File: src/rtl/dmem_arb_pkg.sv
// Shared types and defaults for the data-memory bus arbiter.
//   arb_state_t : arbiter FSM states (IDLE -> ACCESS -> RESP)
//   owner_t     : index of a bus master (0 = CPU, 1 = debug/loader)
//   bus_req_t   : one master's access fields at the default widths
//   other_owner : the master that is not the given one
package dmem_arb_pkg;

  localparam int DEF_ADDR_W    = 8;
  localparam int DEF_DATA_W    = 32;
  localparam int DEF_MAX_BURST = 4;
  localparam int BURST_W       = 4;

  typedef enum logic [1:0] {
    IDLE   = 2'd0,
    ACCESS = 2'd1,
    RESP   = 2'd2
  } arb_state_t;

  typedef logic owner_t;

  typedef struct packed {
    logic                  we;
    logic [DEF_ADDR_W-1:0] addr;
    logic [DEF_DATA_W-1:0] wdata;
  } bus_req_t;

  function automatic owner_t other_owner(input owner_t o);
    return ~o;
  endfunction

endpackage

File: src/rtl/dmem_arbiter_rr_pick.sv
// Combinational winner selection for the two-master arbiter.
// Ports:
//   req0, req1  : request lines of master 0 / master 1
//   last_owner  : master that completed the most recent access
//   lock        : master 1 asks to keep ownership across accesses
//   burst_cnt   : locked master-1 grants made while master 0 waited
//   any_req     : at least one request is pending
//   winner      : master to grant when any_req is high
module rr_pick
  import dmem_arb_pkg::*;
#(
  parameter int MAX_BURST = DEF_MAX_BURST
) (
  input  logic               req0,
  input  logic               req1,
  input  owner_t             last_owner,
  input  logic               lock,
  input  logic [BURST_W-1:0] burst_cnt,
  output logic               any_req,
  output owner_t             winner
);

  localparam logic [BURST_W-1:0] MAX_B = BURST_W'(MAX_BURST);

  always_comb begin
    any_req = req0 | req1;
    winner  = 1'b0;
    if (req0 && req1) begin
      // A locked master-1 burst may keep the bus only while it is still
      // under its budget; otherwise alternate.
      if ((last_owner == 1'b1) && lock && (burst_cnt < MAX_B)) begin
        winner = 1'b1;
      end else begin
        winner = other_owner(last_owner);
      end
    end else if (req1) begin
      winner = 1'b1;
    end
  end

endmodule

File: src/rtl/dmem_arbiter.sv
// Two-master arbiter in front of the data-memory / MMIO decoder.
// Every access runs IDLE -> ACCESS -> RESP (3 cycles); requests are only
// accepted in IDLE. Round-robin between masters, with an optional bounded
// lock that lets master 1 burst while master 0 waits.
// Ports:
//   clk, reset            : clock (rising edge), async active-low reset
//   mN_req/we/addr/wdata  : master N request and access fields
//   mN_gnt                : 1-cycle pulse in the ACCESS cycle of N's access
//   mN_rvalid             : 1-cycle pulse in the RESP cycle (reads and writes)
//   mN_rdata              : last data read by master N
//   m1_lock               : master 1 requests back-to-back ownership
//   mem_we/addr/wdata     : downstream bus (mem_we only high in ACCESS)
//   mem_rdata             : downstream read data, combinational from mem_addr
module dmem_arbiter
  import dmem_arb_pkg::*;
#(
  parameter int ADDR_W    = DEF_ADDR_W,
  parameter int DATA_W    = DEF_DATA_W,
  parameter int MAX_BURST = DEF_MAX_BURST
) (
  input  logic              clk,
  input  logic              reset,
  input  logic              m0_req,
  input  logic              m0_we,
  input  logic [ADDR_W-1:0] m0_addr,
  input  logic [DATA_W-1:0] m0_wdata,
  output logic              m0_gnt,
  output logic              m0_rvalid,
  output logic [DATA_W-1:0] m0_rdata,
  input  logic              m1_req,
  input  logic              m1_we,
  input  logic [ADDR_W-1:0] m1_addr,
  input  logic [DATA_W-1:0] m1_wdata,
  output logic              m1_gnt,
  output logic              m1_rvalid,
  output logic [DATA_W-1:0] m1_rdata,
  input  logic              m1_lock,
  output logic              mem_we,
  output logic [ADDR_W-1:0] mem_addr,
  output logic [DATA_W-1:0] mem_wdata,
  input  logic [DATA_W-1:0] mem_rdata
);

  localparam logic [BURST_W-1:0] MAX_B = BURST_W'(MAX_BURST);

  arb_state_t         state_reg, state_next;
  owner_t             owner_reg;
  owner_t             last_owner_reg;
  owner_t             winner;
  logic               any_req;
  logic               grant_now;
  logic [BURST_W-1:0] burst_cnt_reg, burst_cnt_next;

  // Fields of the access in flight; they also drive the downstream bus,
  // which is why mem_addr/mem_wdata hold their value between accesses.
  logic               lat_we_reg;
  logic [ADDR_W-1:0]  lat_addr_reg;
  logic [DATA_W-1:0]  lat_wdata_reg;

  logic [1:0]              gnt_vec;
  logic [1:0]              rvalid_vec;
  logic [1:0][DATA_W-1:0]  rdata_reg;

  rr_pick #(
    .MAX_BURST (MAX_BURST)
  ) u_rr_pick (
    .req0       (m0_req),
    .req1       (m1_req),
    .last_owner (last_owner_reg),
    .lock       (m1_lock),
    .burst_cnt  (burst_cnt_reg),
    .any_req    (any_req),
    .winner     (winner)
  );

  // Next-state logic
  always_comb begin
    state_next = state_reg;
    grant_now  = 1'b0;
    case (state_reg)
      IDLE: begin
        if (any_req) begin
          state_next = ACCESS;
          grant_now  = 1'b1;
        end
      end
      ACCESS:  state_next = RESP;
      RESP:    state_next = IDLE;
      default: state_next = IDLE;
    endcase
  end

  // Burst budget: counts master-1 grants that kept master 0 waiting.
  // Any master-0 grant, or a master-1 grant without lock, ends the burst.
  always_comb begin
    burst_cnt_next = burst_cnt_reg;
    if (grant_now) begin
      if ((winner == 1'b0) || !m1_lock) begin
        burst_cnt_next = '0;
      end else if (m0_req && (burst_cnt_reg < MAX_B)) begin
        burst_cnt_next = burst_cnt_reg + 1'b1;
      end
    end
  end

  always_ff @(posedge clk or negedge reset) begin
    if (!reset) begin
      state_reg      <= IDLE;
      owner_reg      <= 1'b0;
      last_owner_reg <= 1'b1;  // master 0 wins the first tie
      burst_cnt_reg  <= '0;
      lat_we_reg     <= 1'b0;
      lat_addr_reg   <= '0;
      lat_wdata_reg  <= '0;
    end else begin
      state_reg     <= state_next;
      burst_cnt_reg <= burst_cnt_next;
      if (grant_now) begin
        owner_reg     <= winner;
        lat_we_reg    <= winner ? m1_we    : m0_we;
        lat_addr_reg  <= winner ? m1_addr  : m0_addr;
        lat_wdata_reg <= winner ? m1_wdata : m0_wdata;
      end
      if (state_reg == RESP) begin
        last_owner_reg <= owner_reg;
      end
    end
  end

  // Per-master handshake pulses
  generate
    for (genvar gi = 0; gi < 2; gi++) begin : g_master
      assign gnt_vec[gi]    = (state_reg == ACCESS) && (owner_reg == owner_t'(gi));
      assign rvalid_vec[gi] = (state_reg == RESP)   && (owner_reg == owner_t'(gi));
    end
  endgenerate

  // Read data is captured only on reads, so a master's rdata survives its
  // own writes and the other master's traffic.
  always_ff @(posedge clk or negedge reset) begin
    if (!reset) begin
      rdata_reg <= '0;
    end else begin
      for (int i = 0; i < 2; i++) begin
        if (gnt_vec[i] && !lat_we_reg) begin
          rdata_reg[i] <= mem_rdata;
        end
      end
    end
  end

  assign m0_gnt    = gnt_vec[0];
  assign m1_gnt    = gnt_vec[1];
  assign m0_rvalid = rvalid_vec[0];
  assign m1_rvalid = rvalid_vec[1];
  assign m0_rdata  = rdata_reg[0];
  assign m1_rdata  = rdata_reg[1];

  assign mem_we    = (state_reg == ACCESS) && lat_we_reg;
  assign mem_addr  = lat_addr_reg;
  assign mem_wdata = lat_wdata_reg;

endmodule

File: config.mk
export PLATFORM = sky130hd
export DESIGN_NAME = dmem_arbiter
export DESIGN_NICKNAME = d
export VERILOG_FILES = /design/src/rtl/dmem_arb_pkg.sv /design/src/rtl/dmem_arbiter_rr_pick.sv /design/src/rtl/dmem_arbiter.sv
export SDC_FILE = /design/constraint.sdc
export NUM_CORES = 1
export LEC_CHECK = 0
export CAP_MARGIN = 20
export CORE_ASPECT_RATIO = 1.1
export CORE_MARGIN = 5
export CORE_UTILIZATION = 30
export DETAILED_ROUTE_END_ITERATION = 6
export GPL_TIMING_DRIVEN = 0
export RECOVER_POWER = 25
export SYNTH_ARGS = -nofsm -noshare
export SYNTH_HDL_FRONTEND = slang
export SYNTH_SLANG_ARGS = --single-unit
File: constraint.sdc
create_clock -name clk -period 1.88 [get_ports clk]
set_clock_uncertainty 0.1 [all_clocks]
set_input_delay 0.282 -clock clk [delete_from_list [all_inputs] [get_ports clk]]
set_output_delay 0.282 -clock clk [all_outputs]
set_load 0.03 [all_outputs]
==> results.py <==
metrics = {
    "synthesis": {
        "ys_async_sr_fraction_pct": 100,
        "yosysWarnings": 0,
        "ys_seq_area_share_pct": 56.4,
        "syn_area_per_cell_um2": 12.6,
        "synth_nets": 518,
        "syn_area_um2": 5020,
        "netlist_instances": 398,
        "ys_seq_elements": 113,
        "synth_edf_count": 0,
        "dominantRegCellSynth": "dfrtp_1",
        "ys_types": 29,
    },
    "global_routing": {
        "antenna_found_initial": 0,
        "track_usage_pct": 15.1,
        "grt_max_degree": 87,
        "grt_pass1_vias": 4326,
        "grt_pass1_wl_um": 23100,
        "overflow": 0,
    },
    "finish": {
        "layout.nets": 766,
        "final.fill_count": 1473,
        "finish.utilization_pct": 50.2,
        "final_cell_mix": "205 x clkdlybuf4s50_1, 112 x dfrtp_1, 79 x a21oi_2, 60 x mux2_2, 47 x nor2_1",
        "drive_above_1_share_pct": 31.7,
        "stdcell_count": 863,
        "area_delta_synth_final_pct": 63.8,
        "layout_commonest_cell": "clkdlybuf4s50_1",
        "antenna-diode-count": 0,
    },
    "timing": {
        "worstMarginPinSlew_ps": 777,
        "relSlewSlack_pct": 48.2,
        "max_freq_mhz": 543,
        "setup_tns_ps": 0,
        "finalMaxSlewViolations": 0,
        "final-setup-viol-count": 0,
        "fin_crit_ps": 1840,
        "rsz0062_at_grt": "yes",
        "post-route-period-util_pct": 97.9,
        "hold_violations": 0,
    },
    "worst_setup_path": {
        "crit_type": "reg2out",
        "r2r_slack_ps": 140,
        "crit_fanout": 2,
        "cp.arrival_ps": 1460,
        "crit_family": "buffers and inverters",
        "path_buf_inv": 1,
        "cp_slowest_cell": "clkdlybuf4s50_1",
        "critPathLaunchType": "flop",
        "endpoint_kind": "output port",
        "worstPathRequired_ps": 1500,
        "crit_chain": "clkdlybuf4s50_1",
        "slowest_delay_ps": 690,
    },
    "placement": {
        "dp_hpwl_um": 11300,
        "port_buffers": 227,
        "dp_cells": 830,
        "place_congestion": 0.764,
    },
    "route": {
        "first_pass_iters": 4,
        "via_count": 3907,
        "avgRoutedWirePerCell_um": 16.7,
        "vias_per_cell": 4.53,
        "post-route-drc-count": 0,
        "wl_um": 14400,
        "antenna_left": 0,
        "drt-initial-drc-count": 61,
    },
    "power": {
        "ir_worst_vdd_mv": 0.873,
        "leakagePower_nw": 3.44,
        "total_power_mw": 15.9,
        "power-per-cell-area_nw_per_um2": 1930,
    },
    "hold_path": {
        "hp-class": "in2reg",
    },
    "cts": {
        "cts_tree": "done",
        "cts_max_level": 4,
        "worstSkewPairLatency_ps": 410,
        "clk_pin_slew_worst_paths_ps": 60,
        "clockBufferDepth": 2,
        "cts_buffers": 17,
        "cts-root-buf": "clkbuf_16",
        "cts_sinks": 113,
    },
    "floorplan": {
        "die_w_um": 133,
        "die-area_um2": 19400,
        "core_um2": 16400,
        "initial_utilization_pct": 30.6,
        "num_rows": 49,
        "chipHeight_um": 146,
        "num_io_pins": 228,
    },
    "flow_run": {
        "maxCapViolCount": 0,
    },
    "run_status": {
        "outcome": "finished, final reports clean",
    },
}
==> stage by stage <==
stage	cell area, um2	worst slack, ps	hold WS, ps
after floorplan	5020	282	-114
after global placement	7540	-4080	371
after detailed placement	7570	-401	75.4
after CTS	8200	0.766	207
after global routing	8220	-5.25	316
final	8220	39.8	318
==> final cells by class <==
| type | instances | area, um2 | area share (%) |
|---|---|---|---|
| tap | 204 | 255 | 3.11 |
| clock inverter | 14 | 179 | 2.18 |
| buffer | 23 | 233 | 2.83 |
| timing repair buffer | 229 | 2320 | 28.2 |
| inverter | 6 | 22.5 | 0.274 |
| sequential | 113 | 2830 | 34.4 |
| clock buffer | 18 | 439 | 5.34 |
| multi-input combinational | 256 | 1940 | 23.6 |
==> routing by layer <==
| metal | global-route usage (%) | share of wire, % |
|---|---|---|
| met3 | 6.95 | 10 |
| met5 | 0 | 0 |
| met4 | 5.45 | 1.5 |
| met1 | 18.0 | 42 |
| met2 | 23.9 | 46 |
==> power by group <==
part	internal [mW]	switching [mW]	total [mW]
Combinational	3.61	4.62	8.23
Sequential	3.66	0.668	4.33
Clock	2.13	1.18	3.32
Total	9.41	6.47	15.9
==> cell usage after synthesis, types with 2 or more instances <==
master    instances  share of area, %
a21oi_2          79                14
o21ai_0           2              0.20
nand2b_1          2              0.25
a21o_1            2              0.30
dfrtp_1         112                56
buf_12            4               1.6
inv_1             4              0.30
mux2_2           60                13
nand2_1          43               3.2
a21oi_1           4              0.40
nor2_1           47               3.5
buf_4             3              0.45
mux2_1            4              0.90
buf_6             8               1.8
nor3_4            2              0.65
inv_2             2              0.15
clkbuf_1          4              0.30
mux2i_1           2              0.40
buf_2             4              0.40
==> final timing paths <==
kind	startpoint	to	depth (start not counted)
worst min register to register	burst_cnt_reg[0]	burst_cnt_reg[0]	1
max in group asynchronous	reset	mem_wdata[21]	3
worst max register to register	state_reg[0]	lat_we_reg	6
worst max-delay path	mem_wdata[6]	mem_wdata[6]	1
worst min-delay path	m0_addr[7]	mem_addr[7]	3
min in group asynchronous	reset	m0_rdata[16]	2
==> what timing repair did <==
action / in CTS / in global routing
endpoints found under the hold margin: 27 / 0
resized for setup: 28 / 17
endpoints found under the setup margin: 45 / 19
setup buffers: 0 / 0
hold buffers: 1 / 0
==> cells by family after synthesis <==
family	after synthesis	synth area share, %
compound gates	91	15.3
fa+ha+maj	1	0.249
buf+inv	29	4.99
flops	113	56.4
mux	66	14.8
simple gates	98	8.31
Note: power is estimated with default switching activity, not from simulation.
